## src/rtl/ram_bist_ctrl.sv

```systemverilog
// ram_bist_ctrl: march-style self-test sequencer for the 8x8 synchronous RAM.
// Writes a seeded pattern to every location, reads it back with a one-cycle
// pipelined compare, and reports pass, first failing address and miss count.
// Optional build macro: BIST_INV_PASS_EN adds a second, inverted-pattern pass.
//
// state  | meaning
// -------+--------------------------------------------------------------
// IDLE   | waiting for start; RAM pins parked at zero
// WR     | write expected(a) to a = 0..SIZE-1
// RD     | issue reads a = 0..SIZE-1; compare lags one cycle
// DRAIN  | no new read; finishes the compare of the last address
// DONE   | one-cycle done pulse with results valid
module ram_bist_ctrl #(
  parameter int DATA_W = 8,
  parameter int ADR_W  = 3,
  parameter int SIZE   = 8
) (
  input  logic              clk,
  input  logic              rst,
  input  logic              start,
  input  logic [DATA_W-1:0] seed,
  output logic              ram_w,
  output logic [ADR_W-1:0]  ram_adr,
  output logic [DATA_W-1:0] ram_din,
  input  logic [DATA_W-1:0] ram_dout,
  output logic              busy,
  output logic              done,
  output logic              pass,
  output logic [ADR_W-1:0]  fail_adr,
  output logic [ADR_W+1:0]  fail_cnt
);

  typedef enum logic [2:0] {S_IDLE, S_WR, S_RD, S_DRAIN, S_DONE} state_t;

  localparam logic [ADR_W-1:0] LAST    = ADR_W'(SIZE - 1);
  localparam logic [ADR_W+1:0] CNT_MAX = '1;

  function automatic logic [DATA_W-1:0] exp_f(input logic [ADR_W-1:0] a,
                                               input logic [DATA_W-1:0] s,
                                               input logic inv);
    logic [DATA_W-1:0] v;
    v = DATA_W'(a) ^ s;
    return inv ? ~v : v;
  endfunction

  state_t              state_q, state_d;
  logic                ram_w_q, ram_w_d;
  logic [ADR_W-1:0]    ram_adr_q, ram_adr_d;
  logic [DATA_W-1:0]   ram_din_q, ram_din_d;
  logic                busy_q, busy_d;
  logic                done_q, done_d;
  logic                pass_q, pass_d;
  logic [ADR_W-1:0]    fail_adr_q, fail_adr_d;
  logic [ADR_W+1:0]    fail_cnt_q, fail_cnt_d;
  logic [DATA_W-1:0]   seed_q, seed_d;
  logic [ADR_W-1:0]    cmp_adr_q, cmp_adr_d;
  logic                cmp_vld_q, cmp_vld_d;
`ifdef BIST_INV_PASS_EN
  logic                pidx_q, pidx_d;
`endif

  logic                inv_cur;
  logic                miscmp;
  logic [ADR_W-1:0]    adr_nxt;

  // next-state, RAM drive and result bookkeeping
  always_comb begin
`ifdef BIST_INV_PASS_EN
    inv_cur = pidx_q;
    pidx_d  = pidx_q;
`else
    inv_cur = 1'b0;
`endif
    state_d    = state_q;
    ram_w_d    = ram_w_q;
    ram_adr_d  = ram_adr_q;
    ram_din_d  = ram_din_q;
    busy_d     = busy_q;
    done_d     = 1'b0;
    pass_d     = pass_q;
    fail_adr_d = fail_adr_q;
    fail_cnt_d = fail_cnt_q;
    seed_d     = seed_q;
    cmp_adr_d  = cmp_adr_q;
    cmp_vld_d  = 1'b0;
    adr_nxt    = ram_adr_q + ADR_W'(1);

    // the read issued last cycle is on ram_dout now
    miscmp = cmp_vld_q && (ram_dout != exp_f(cmp_adr_q, seed_q, inv_cur));
    if (miscmp) begin
      if (fail_cnt_q != CNT_MAX) fail_cnt_d = fail_cnt_q + 1'b1;
      if (fail_cnt_q == '0)      fail_adr_d = cmp_adr_q;
    end

    case (state_q)
      S_IDLE: begin
        ram_w_d   = 1'b0;
        ram_adr_d = '0;
        ram_din_d = '0;
        busy_d    = 1'b0;
        if (start) begin
          state_d    = S_WR;
          seed_d     = seed;
          fail_cnt_d = '0;
          fail_adr_d = '0;
          pass_d     = 1'b0;
          ram_w_d    = 1'b1;
          ram_adr_d  = '0;
          ram_din_d  = exp_f('0, seed, 1'b0);
          busy_d     = 1'b1;
`ifdef BIST_INV_PASS_EN
          pidx_d     = 1'b0;
`endif
        end
      end
      S_WR: begin
        if (ram_adr_q == LAST) begin
          state_d   = S_RD;
          ram_w_d   = 1'b0;
          ram_adr_d = '0;
          ram_din_d = '0;
        end else begin
          ram_adr_d = adr_nxt;
          ram_din_d = exp_f(adr_nxt, seed_q, inv_cur);
        end
      end
      S_RD: begin
        cmp_adr_d = ram_adr_q;
        cmp_vld_d = 1'b1;
        if (ram_adr_q == LAST) state_d   = S_DRAIN;
        else                   ram_adr_d = adr_nxt;
      end
      S_DRAIN: begin
`ifdef BIST_INV_PASS_EN
        if (!pidx_q) begin
          pidx_d    = 1'b1;
          state_d   = S_WR;
          ram_w_d   = 1'b1;
          ram_adr_d = '0;
          ram_din_d = exp_f('0, seed_q, 1'b1);
        end else begin
          state_d   = S_DONE;
          ram_adr_d = '0;
          done_d    = 1'b1;
          pass_d    = (fail_cnt_d == '0);
        end
`else
        state_d   = S_DONE;
        ram_adr_d = '0;
        done_d    = 1'b1;
        pass_d    = (fail_cnt_d == '0);
`endif
      end
      S_DONE: begin
        state_d   = S_IDLE;
        busy_d    = 1'b0;
        ram_adr_d = '0;
      end
      default: state_d = S_IDLE;
    endcase
  end

  // state and registered outputs, synchronous reset
  always_ff @(posedge clk) begin
    if (rst) begin
      state_q    <= S_IDLE;
      ram_w_q    <= 1'b0;
      ram_adr_q  <= '0;
      ram_din_q  <= '0;
      busy_q     <= 1'b0;
      done_q     <= 1'b0;
      pass_q     <= 1'b0;
      fail_adr_q <= '0;
      fail_cnt_q <= '0;
      seed_q     <= '0;
      cmp_adr_q  <= '0;
      cmp_vld_q  <= 1'b0;
`ifdef BIST_INV_PASS_EN
      pidx_q     <= 1'b0;
`endif
    end else begin
      state_q    <= state_d;
      ram_w_q    <= ram_w_d;
      ram_adr_q  <= ram_adr_d;
      ram_din_q  <= ram_din_d;
      busy_q     <= busy_d;
      done_q     <= done_d;
      pass_q     <= pass_d;
      fail_adr_q <= fail_adr_d;
      fail_cnt_q <= fail_cnt_d;
      seed_q     <= seed_d;
      cmp_adr_q  <= cmp_adr_d;
      cmp_vld_q  <= cmp_vld_d;
`ifdef BIST_INV_PASS_EN
      pidx_q     <= pidx_d;
`endif
    end
  end

  assign ram_w    = ram_w_q;
  assign ram_adr  = ram_adr_q;
  assign ram_din  = ram_din_q;
  assign busy     = busy_q;
  assign done     = done_q;
  assign pass     = pass_q;
  assign fail_adr = fail_adr_q;
  assign fail_cnt = fail_cnt_q;

endmodule

```

## config.mk

```make
export PLATFORM = sky130hd
export DESIGN_NAME = ram_bist_ctrl
export DESIGN_NICKNAME = d
export VERILOG_FILES = /design/src/rtl/ram_bist_ctrl.sv
export SDC_FILE = /design/constraint.sdc
export NUM_CORES = 1
export LEC_CHECK = 0
export ABC_CLOCK_PERIOD_IN_PS = 1600
export BUFFER_PORTS_ARGS = -buffer_cell sky130_fd_sc_hd__buf_2
export CAP_MARGIN = 0
export CORE_ASPECT_RATIO = 0.75
export CORE_MARGIN = 3
export CORE_UTILIZATION = 40
export DETAILED_ROUTE_END_ITERATION = 8
export SLEW_MARGIN = 10
export SYNTH_ARGS = -nofsm -noshare
export SYNTH_HDL_FRONTEND = slang
export SYNTH_SLANG_ARGS = --single-unit
```

## constraint.sdc

```tcl
create_clock -name clk -period 1.6 [get_ports clk]
set_clock_uncertainty 0.1 [all_clocks]
set_input_delay 0.16 -clock clk [delete_from_list [all_inputs] [get_ports clk]]
set_output_delay 0.16 -clock clk [all_outputs]
set_load 0.005 [all_outputs]
```

==> impl_results.md <==
* Status: finished with violations
* Violated checks: negative setup slack
* Tmin final at 1.64 ns
* Slowest Stage Delay on Critical Path at 0.38 ns
* DRT Pass-1 Iters at 4
* Layout Cells excl Fill at about 340
* Max Freq at approximately 610 MHz
* Initial antenna violation count at 0
* Crit path launch type: flip-flop
* Post-synthesis sequential element count at 38
* Largest net degree at the start of global routing at 20
* Syn. warnings at 0
* Max Cap Violations at 0
* Die height at about 65 um
* Fin nets at ~310
* Port bufs at 41
* 1st-iter DRT viols at 127
* FP Rows at 20
* First-pass GRT wire length at about 8000 um
* Vias per std cell at roughly 5.3
* CP max-delay cell: o31a_1
* WHS at between 0.015 and 0.02 ns
* Share of the synthesized area in the top cell type at 41.3%
* WP data arrival at 1.71 ns
* Register Area at 767 um2
* Syn nets at around 240
* DIE WIDTH at 84.4 um
* Count of different cell masters after synthesis at 40
* Post-route clock period utilization at 102%
* Prevailing post-synth register cell: dfxtp_1
* CTS tree: yes
* Top cells by area, synth: dfxtp_1 41%, nand2_1 8.2%, a21oi_1 5.4%
* Setup ws final at -0.0386 ns
* Unrepaired setup endpoints after global routing: yes
* Synthesized cell area at between 1500 and 2000 um2
* DRC viols at 0
* Pwr Total at ~1.8 mW
* Placed cell areas at between 2000 and 2500 um2
* Total track usage at about 18%
* Async SR Flop Fraction at 0%
* DPL Wire Length at 3470 um
* Crit. End Element: flip-flop
* Crit-path cells: xnor3_1 -> nand3_4 -> o31a_1 -> buf_4 -> nand3_2 -> a21oi_2
* Gr busiest metal: met1
* Cell count after placement at 329
* Finished Core Util at 57.4%
* Leakage at roughly 1.0 nW
* Post-synthesis sequential area ratio at 41.3%
* Final number of setup-violating endpoints at 3
* Type of the worst setup path: reg -> reg
* Fraction of layout cells with a size suffix above 1 at 36.3%
* EDFF count, synth at 0
* Routability cong. at between 0.8 and 0.9
* Initial Util at between 40 and 50%
* GR Util met3 at 5.84%
* Worst Tran Pin Value at between 0.3 and 0.4 ns
* Total number of vias at 1800
* Filler instances at ~410
* Pwr Density at approximately 760 nW/um2
* Multi-input gate area in the final layout at 1070 um2
* Top cells by count, synth: 40 x nand2_1, 38 x dfxtp_1, 20 x a21oi_1, 20 x nor2_1, 15 x o21ai_0
* Design area at about 2400 um2
* Worst-path fanout max at 4
* WL per Instance at roughly 14 um
* Hold_buf cts at 0
* Worst IR drop on VDD at between 0.0004 and 0.0005 V
* Hold Crit Class: in -> reg
* CP top delay family: compound AO/OA/AOI/OAI gates
* Vias in the first global route at approximately 1600
* Wirelength, routed at 4740 um
* # diodes at 0
* Core footprint at about 4200 um2
* P&R area growth vs syn at 31.9%
* Worst endpoint required time at between 1.5 and 2 ns
* Slew HR at between 70% and 80%
* Cell taking the most area after synthesis: dfxtp_1
* WP buf/inv at 1
* Mapped Cells at roughly 220
* Max-slew violation count at 0
* Ports at 42
* Clock transition at path regs at around 0.070 ns
* TritonCTS Sinks at 38
* Longest Clk Path Bufs at 2
* Htree depth at 2
* Pre-CTS setup slack at -0.0911 ns
* CTS Root Cell: clkbuf_8
* Average size of a mapped cell at 8.41 um2
* ANT nets after route at 0
* Setup TNS at -0.0870 ns
* Final hold violations at 0
* Die area at 5460 um2
* GR Util met1 at 27.0%
* Grt met2 use at about a quarter
* Number of CTS-inserted buffers at 5
* Worst skew pair latency at about 0.28 ns
* Global-route congestion overflow total at 0
* Top-count cell post-synth: nand2_1
==> logic make-up (layout without fill, tap and decap cells) <==
kind of cell    Yosys count  after routing  share of synthesized area [%]
buf+inv                  18             82                           4.28
compound gates           57             58                           20.3
xor+xnor                 11             11                           7.47
flops                    38             38                           41.3
fa+ha+maj                 4              4                           2.72
simple gates             89             89                           22.8
mux                       2              2                           1.15
==> power breakdown <==
| part | internal, mW | switching (mW) | total (mW) |
|---|---|---|---|
| sequential | 0.976 | 0.0193 | 0.995 |
| combinational | 0.118 | 0.126 | 0.244 |
| clock | 0.300 | 0.307 | 0.607 |
| total | 1.39 | 0.452 | 1.85 |
==> worst paths after layout <==
kind,startpoint,to,slack [ns],cells after the start
min reg2reg,fail_adr[2],fail_adr[2],0.37,2
min,seed[0],seed_q[0],0.02,3
max reg2reg,seed_q[0],fail_cnt[1],-0.04,6
max,seed_q[0],fail_cnt[1],-0.04,6
==> layout make-up <==
| cell class | count | share of cell area (%) |
|---|---|---|
| clock buffer | 7 | 3.14 |
| tap | 55 | 2.83 |
| multi-input combinational | 164 | 43.9 |
| timing repair buffer | 71 | 17.9 |
| sequential | 38 | 31.6 |
| inverter | 4 | 0.618 |
==> layout by cell type (no fill, tap or decap), types with 3 or more instances in the layout <==
master    netlist  routed
a21oi_1        20      18
buf_2           3      41
buf_4           0      29
clkbuf_8        0       5
dfxtp_1        38      33
dfxtp_2         0       5
ha_1            4       3
inv_1           4       3
nand2_1        40      40
nand3_1         7       5
nand3_2         2       3
nor2_1         20      20
nor3_1          7       7
o21ai_0        15      13
o21ai_2         0       3
o221ai_1        8       8
xnor2_1         7       7
xnor3_1         3       3
==> metal layers <==
| layer | part of all wire [%] | vias up |
|---|---|---|
| li1 | - | 904 |
| met1 | 50 | 827 |
| met2 | 40 | 60 |
| met5 | 0 | - |
| met3 | 8.8 | 9 |
| met4 | 1.6 | 0 |
==> sequential cells by signal (all words and copies together) (netlist names) <==
register and flops:
fail_adr 3, pass 1, seed_q 8, cmp_adr_q 3
ram_adr 3, state_q 3, done 1, ram_w 1
busy 1, cmp_vld_q 1, ram_din 8, fail_cnt 5
==> worst min-delay path, stage by stage <==
cell	delay, ns
buf_2	0.10
nand2_1	0.05
a21oi_1	0.05
==> what timing repair did <==
| action | in CTS | in global routing |
|---|---|---|
| pin swaps | 5 | 15 |
| cloned | 1 | 0 |
| buffers inserted | 0 | 2 |
| resized for setup | 2 | 19 |
| setup endpoints to repair | 3 | 16 |
Power figures use the tool's default switching activity.
